--- src/rtl/serial_link_ctrl.sv ---
// -----------------------------------------------------------------------------
// serial_link_ctrl
//
// Game Boy link-port controller. The CPU sees two registers:
//   FF01 (SB): 8-bit shift register, MSB goes out first and the incoming bit
//              enters at the LSB.
//   FF02 (SC): bit 7 = transfer start/busy, bit 0 = clock select
//              (1 = internal 8192 Hz clock, 0 = external clock from the partner).
//              Unused bits read as 1.
// A transfer moves 8 bits. It then raises int_serial_req, which stays high
// until the interrupt controller acknowledges it.
//
// Ports:
//   clk, rst_n        system clock, asynchronous active-low reset
//   a, din, dout      CPU address, write data, combinational read data
//   rd, wr            CPU read strobe (no side effects), one-cycle write strobe
//   sclk_out, sclk_oe shift clock to the pin and its output enable
//                     (sclk_oe = internal mode)
//   sclk_in, sin      asynchronous external shift clock and serial input
//   sout              serial data output
//   int_serial_req    serial interrupt request
//   int_serial_ack    serial interrupt acknowledge
//
// Handshake: int_serial_req is a level. The cycle on which both
// int_serial_req and int_serial_ack are high retires it, unless a new
// completion sets it on that same cycle. In that case it stays high.
// -----------------------------------------------------------------------------
module serial_link_ctrl #(
   parameter int CLK_DIV     = 512,
   parameter int SYNC_STAGES = 2
) (
   input  logic        clk,
   input  logic        rst_n,
   input  logic [15:0] a,
   input  logic [7:0]  din,
   output logic [7:0]  dout,
   input  logic        rd,
   input  logic        wr,
   output logic        sclk_out,
   output logic        sclk_oe,
   input  logic        sclk_in,
   output logic        sout,
   input  logic        sin,
   output logic        int_serial_req,
   input  logic        int_serial_ack
);

   localparam int HALF = CLK_DIV / 2;
   localparam int DW   = (HALF > 2) ? $clog2(HALF) : 1;
   localparam logic [DW-1:0] DIV_LAST = DW'(HALF - 1);

   typedef enum logic {
      IDLE   = 1'b0,
      ACTIVE = 1'b1
   } state_t;

   state_t          state;
   logic [7:0]      sb;
   logic            sc_start;
   logic            sc_clksel;
   logic [DW-1:0]   divider;
   logic [3:0]      bitcnt;

   // Reads have no side effects, so the read strobe is not needed.
   logic unused_rd;
   assign unused_rd = rd;

   // ---------------------------------------------------------------------------
   // Input synchronizers. They reset to 1, the idle level of both pins.
   // ---------------------------------------------------------------------------
   logic [SYNC_STAGES-1:0] sclk_sync_q;
   logic [SYNC_STAGES-1:0] sin_sync_q;
   logic                   sclk_sync;
   logic                   sin_sync;
   logic                   sclk_prev;

   always_ff @(posedge clk or negedge rst_n) begin
      if (!rst_n) begin
         sclk_sync_q <= '1;
         sin_sync_q  <= '1;
      end else begin
         sclk_sync_q <= {sclk_sync_q[SYNC_STAGES-2:0], sclk_in};
         sin_sync_q  <= {sin_sync_q[SYNC_STAGES-2:0], sin};
      end
   end

   assign sclk_sync = sclk_sync_q[SYNC_STAGES-1];
   assign sin_sync  = sin_sync_q[SYNC_STAGES-1];

   // ---------------------------------------------------------------------------
   // Decode and shift-edge generation
   // ---------------------------------------------------------------------------
   logic sel_sb, sel_sc, wr_sb, wr_sc, cpu_wr;
   logic half_tick, ext_fall, ext_rise;
   logic shift_fall, shift_rise, last_bit;

   assign sel_sb = (a == 16'hFF01);
   assign sel_sc = (a == 16'hFF02);
   assign wr_sb  = wr && sel_sb;
   assign wr_sc  = wr && sel_sc;
   assign cpu_wr = wr_sb || wr_sc;

   assign half_tick = (state == ACTIVE) && sc_clksel && (divider == DIV_LAST);
   assign ext_fall  = (state == ACTIVE) && !sc_clksel && sclk_prev && !sclk_sync;
   assign ext_rise  = (state == ACTIVE) && !sc_clksel && !sclk_prev && sclk_sync;

   // A register write in the same cycle takes priority and swallows the edge.
   assign shift_fall = !cpu_wr && ((half_tick && sclk_out) || ext_fall);
   assign shift_rise = !cpu_wr && ((half_tick && !sclk_out) || ext_rise);
   assign last_bit   = (bitcnt == 4'd1);

   assign sclk_oe = sc_clksel;

   // ---------------------------------------------------------------------------
   // Transfer FSM, registers and interrupt request
   // ---------------------------------------------------------------------------
   always_ff @(posedge clk or negedge rst_n) begin
      if (!rst_n) begin
         state          <= IDLE;
         sb             <= 8'h00;
         sc_start       <= 1'b0;
         sc_clksel      <= 1'b0;
         divider        <= '0;
         bitcnt         <= 4'd0;
         sclk_out       <= 1'b1;
         sout           <= 1'b1;
         sclk_prev      <= 1'b1;
         int_serial_req <= 1'b0;
      end else begin
         sclk_prev <= sclk_sync;

         // The set further down comes later in this block, so it overrides
         // this clear when both happen on the same cycle.
         if (int_serial_req && int_serial_ack)
            int_serial_req <= 1'b0;

         // The divider runs only during an internally clocked transfer.
         if ((state == ACTIVE) && sc_clksel)
            divider <= (divider == DIV_LAST) ? '0 : divider + DW'(1);
         else
            divider <= '0;

         if (wr_sc) begin
            sc_clksel <= din[0];
            sc_start  <= din[7];
            if (din[7]) begin
               // Start a transfer, or restart one that is already running.
               state    <= ACTIVE;
               bitcnt   <= 4'd8;
               divider  <= '0;
               sclk_out <= 1'b1;
            end else if (state == ACTIVE) begin
               // Abort: sb keeps whatever has been shifted so far.
               state    <= IDLE;
               bitcnt   <= 4'd0;
               sclk_out <= 1'b1;
            end
         end else if (wr_sb) begin
            if (state == IDLE)
               sb <= din;
         end else if (shift_fall) begin
            if (half_tick)
               sclk_out <= 1'b0;
            sout <= sb[7];
         end else if (shift_rise) begin
            sclk_out <= 1'b1;
            sb       <= {sb[6:0], sin_sync};
            bitcnt   <= bitcnt - 4'd1;
            if (last_bit) begin
               sc_start       <= 1'b0;
               int_serial_req <= 1'b1;
               state          <= IDLE;
            end
         end
      end
   end

   // ---------------------------------------------------------------------------
   // CPU read mux
   // ---------------------------------------------------------------------------
   always_comb begin
      dout = 8'hFF;
      if (sel_sb)
         dout = sb;
      else if (sel_sc)
         dout = {sc_start, 6'b111111, sc_clksel};
   end

endmodule

--- config.mk ---
export PLATFORM = sky130hd
export DESIGN_NAME = serial_link_ctrl
export DESIGN_NICKNAME = d
export VERILOG_FILES = /design/src/rtl/serial_link_ctrl.sv
export SDC_FILE = /design/constraint.sdc
export NUM_CORES = 1
export LEC_CHECK = 0
export CORE_MARGIN = 3
export CORE_UTILIZATION = 25
export CTS_BUF_LIST = sky130_fd_sc_hd__clkbuf_8 sky130_fd_sc_hd__clkbuf_16
export CTS_CLUSTER_SIZE = 28
export DETAILED_ROUTE_END_ITERATION = 8
export PLACE_DENSITY = 0.49
export SLEW_MARGIN = 40
export SYNTH_ARGS = -nofsm -noshare
export SYNTH_HDL_FRONTEND = slang
export SYNTH_SLANG_ARGS = --single-unit
export TNS_END_PERCENT = 100
--- constraint.sdc ---
create_clock -name clk -period 4.15 [get_ports clk]
set_clock_uncertainty 0.15 [all_clocks]
set_input_delay 1.0375 -clock clk [delete_from_list [all_inputs] [get_ports clk]]
set_output_delay 1.0375 -clock clk [all_outputs]
set_load 0.01 [all_outputs]
==> run_results.csv <==
group,metric,value,unit
run_status,run_status,"completed",
timing,worstMarginPinSlew,428,ps
logic_synthesis,synthArstFlopShare,100,%
critical_path,critPathKind,"in -> out",
placement,hpwl,2.81,mm
logic_synthesis,ys.flop_type,"dfrtp_1",
clocking,cts_tree,"done",
power,power_leakage,0.855,nW
detailed_routing,drt-pass1-iter-count,4,
critical_path,ff2ff_setup_slack,1910,ps
timing,setup_tns,0,ps
logic_synthesis,ys_seq_elements,30,
critical_path,cp-end-kind,"output pin",
detailed_routing,totalWireLength,3.75,mm
floorplan,core_area,5710,um^2
detailed_routing,wl_met2,1.71,mm
detailed_routing,drc,0,
timing,rsz0062_at_grt,"no",
detailed_routing,drt-initial-drc-count,68,
power,peakVddDrop,0.209,mV
critical_path,arrival,2890,ps
critical_path,r2r-start,"divider[0]",
detailed_routing,vias_per_cell,4.56,
detailed_routing,avgRoutedWirePerCell,13.3,um
critical_path,cp_slowest_cell,"or4_4",
floorplan,die_h,84.1,um
logic_synthesis,avgSynthCellArea,9.84,um^2
cells_and_area,area_delta_synth_final,42.2,%
grt,grt_pass1_vias,1283,
critical_path,required,2960,ps
placement,postPlaceCellArea,2060,um^2
detailed_routing,antenna_left,0,
critical_path,path_max_fanout,6,
detailed_routing,wl_met3,152,um
floorplan,ios,43,
logic_synthesis,synthCells,155,
logic_synthesis,yosysWarnings,0,
min_path,hold_start,"sclk_sync_q[0]",
grt,grt.overflow.total,0,
cells_and_area,fin_nets,243,
min_path,min_path_type,"reg -> reg",
critical_path,reg2reg_to,"state",
critical_path,path_buf_inv,2,
logic_synthesis,synth.top_cell.area_share,37.7,%
logic_synthesis,yosys.area.top_type,"dfrtp_1",
floorplan,rows,27,
logic_synthesis,yosysMostFrequentCell,"nor2_1",
timing,hold_viol,0,
logic_synthesis,ys_types,39,
clocking,cts.sinks,30,
critical_path,crit_family,"simple AND/OR/NAND/NOR gates",
clocking,clockBufferDepth,2,
floorplan,dieArea,7070,um^2
placement,globalplace.congestion,0.719,
timing,relSlewSlack,71.2,%
logic_synthesis,synth.top_cells.by_count,"nor2_1, dfrtp_1, nand2_1",
clocking,cts_made_buffers,5,
placement,portBuffers,41,
run,max_cap_violations,0,
grt,grt_pass1_wl,6.35,mm
min_path,whs_endpoint,"sclk_sync_q[1]",
timing,fmax,245,MHz
timing,post-route-period-util,98.3,%
detailed_routing,vias,1286,
placement,dp_slack,-300,ps
cells_and_area,n_antenna_cell,0,
logic_synthesis,ys_top_cells_by_area,"dfrtp_1, dfstp_2, nor2_1",
critical_path,cp-start-kind,"input port",
critical_path,critPathMaxStageDelay,560,ps
clocking,clk_pin_slew,60,ps
critical_path,path_cells,"clkdlybuf4s50_1, or4_4, nor4_4, nand2_2, or2_2, dlygate4sd2_1",
logic_synthesis,synth_fp_nets,189,
timing,setup_slack,68.8,ps
clocking,h-tree-depth,2,
logic_synthesis,synth_seq_area_share,49.8,%
grt,antenna_found_initial,0,
clocking,cts_root_buf,"clkbuf_8",
floorplan,start_util,26.7,%
logic_synthesis,syn_area,1530,um^2
floorplan,die_x,84.1,um
clocking,cts_hold_buf,0,
cells_and_area,drive_gt1_share,20.0,%
grt,grt.total_usage,11.3,%
timing,finalSetupViolCount,0,
critical_path,reg2reg_depth,7,
grt,grt_max_degree,31,
timing,period_needed,4080,ps
power,power_density,277,nW/um^2
clocking,clk_latency,280,ps
cells_and_area,design_area,2170,um^2
min_path,holdPathStages,0,
detailed_routing,top_layer_used,"met4",
detailed_routing,drt-met1-wl,1.85,mm
timing,slew_violations,0,
logic_synthesis,synth_edf_count,0,
## logic make-up after synthesis
| kind of cell | after synthesis | synth area share [%] |
|---|---|---|
| AND/OR/NAND/NOR | 79 | 26.4 |
| multiplexers | 3 | 2.05 |
| flip-flops | 30 | 49.8 |
| buffers and inverters | 7 | 2.21 |
| XOR/XNOR | 6 | 3.45 |
| adder cells (fa/ha/maj) | 3 | 2.46 |
| AO/OA/AOI/OAI | 27 | 13.6 |
## worst max path at each step
stage	cells past startpoint	startpoint	slack (ps)	to
final	6	a[4]	70	dout[3]
after global routing	6	a[4]	0.5	dout[3]
after CTS	6	a[6]	50	dout[3]
after detailed placement	6	a[5]	-300	dout[2]
after global placement	6	a[5]	-320	dout[6]
after floorplan	4	a[5]	600	dout[1]
## worst register-to-register path, cell delays in order, from the launching register on
cell and delay [ps]:
dfrtp_1 360, ha_1 180, and3_1 220, nand3_1 210, o32ai_2 400, nand2_2 280
o211ai_1 250, nand2_1 70
## cells in the final DEF, fill, tap and decap left out, types with 3 or more instances in the layout
cell / synthesis / final
ha_1: 3 / 3
or2_2: 6 / 6
nand3_1: 7 / 7
dfstp_2: 7 / 7
nand2_1: 17 / 16
nand2_2: 2 / 3
dfrtp_1: 23 / 23
clkbuf_8: 0 / 6
clkdlybuf4s50_1: 0 / 33
and3_1: 3 / 3
nor2_1: 30 / 30
dlygate4sd2_1: 0 / 4
inv_1: 6 / 6
buf_4: 0 / 7
nand2b_1: 3 / 3
xnor2_1: 3 / 3
o22ai_1: 11 / 11
xor2_1: 3 / 3
## through the flow
step / util [%] / total power (W) / hold slack [ps] / std cells
final: 38.0 / 0.000600 / 205 / 282
after global routing: 38.0 / 0.000636 / 211 / 282
after CTS: 37.9 / 0.000612 / 207 / 282
after detailed placement: 36.1 / 0.000356 / 197 / 273
after global placement: 36.1 / 0.000356 / 196 / 273
after floorplan: - / 0.000315 / 195 / 155
## state kept, by name, summed over array words and instances, names as in the netlist
register / cells
sclk_sync_q: 2
sb: 8
sout: 1
bitcnt: 4
int_serial_req: 1
sclk_prev: 1
sclk_oe: 1
state: 1
divider: 8
sin_sync_q: 2
sclk_out: 1
## routing by layer
layer | GRT usage (%) | vias to the layer above
met5 | 0 | -
met4 | 3.07 | 0
met3 | 3.26 | 6
met2 | 17.1 | 25
met1 | 15.6 | 605
li1 | - | 650
## what timing repair did
item | CTS | global route
gates resized for setup | 11 | 3
setup buffers | 1 | 0
setup endpoints to repair | 7 | 4
endpoints found under the hold margin | 0 | 0
pin swaps | 2 | 1
## power by group
group / switching (W) / internal (W)
combinational: 0.0000188 / 0.0000316
sequential: 0.00000185 / 0.000298
clock: 0.000117 / 0.000133
total: 0.000137 / 0.000463
## final cells by class
cell class,instances,area (um^2)
timing repair buffer,48,458
clock buffer,6,82.6
clock inverter,2,12.5
inverter,6,22.5
tap,72,90.1
fill,592,3540
sequential,30,759
multi-input combinational,118,743
(Power assumes the default switching activity.)
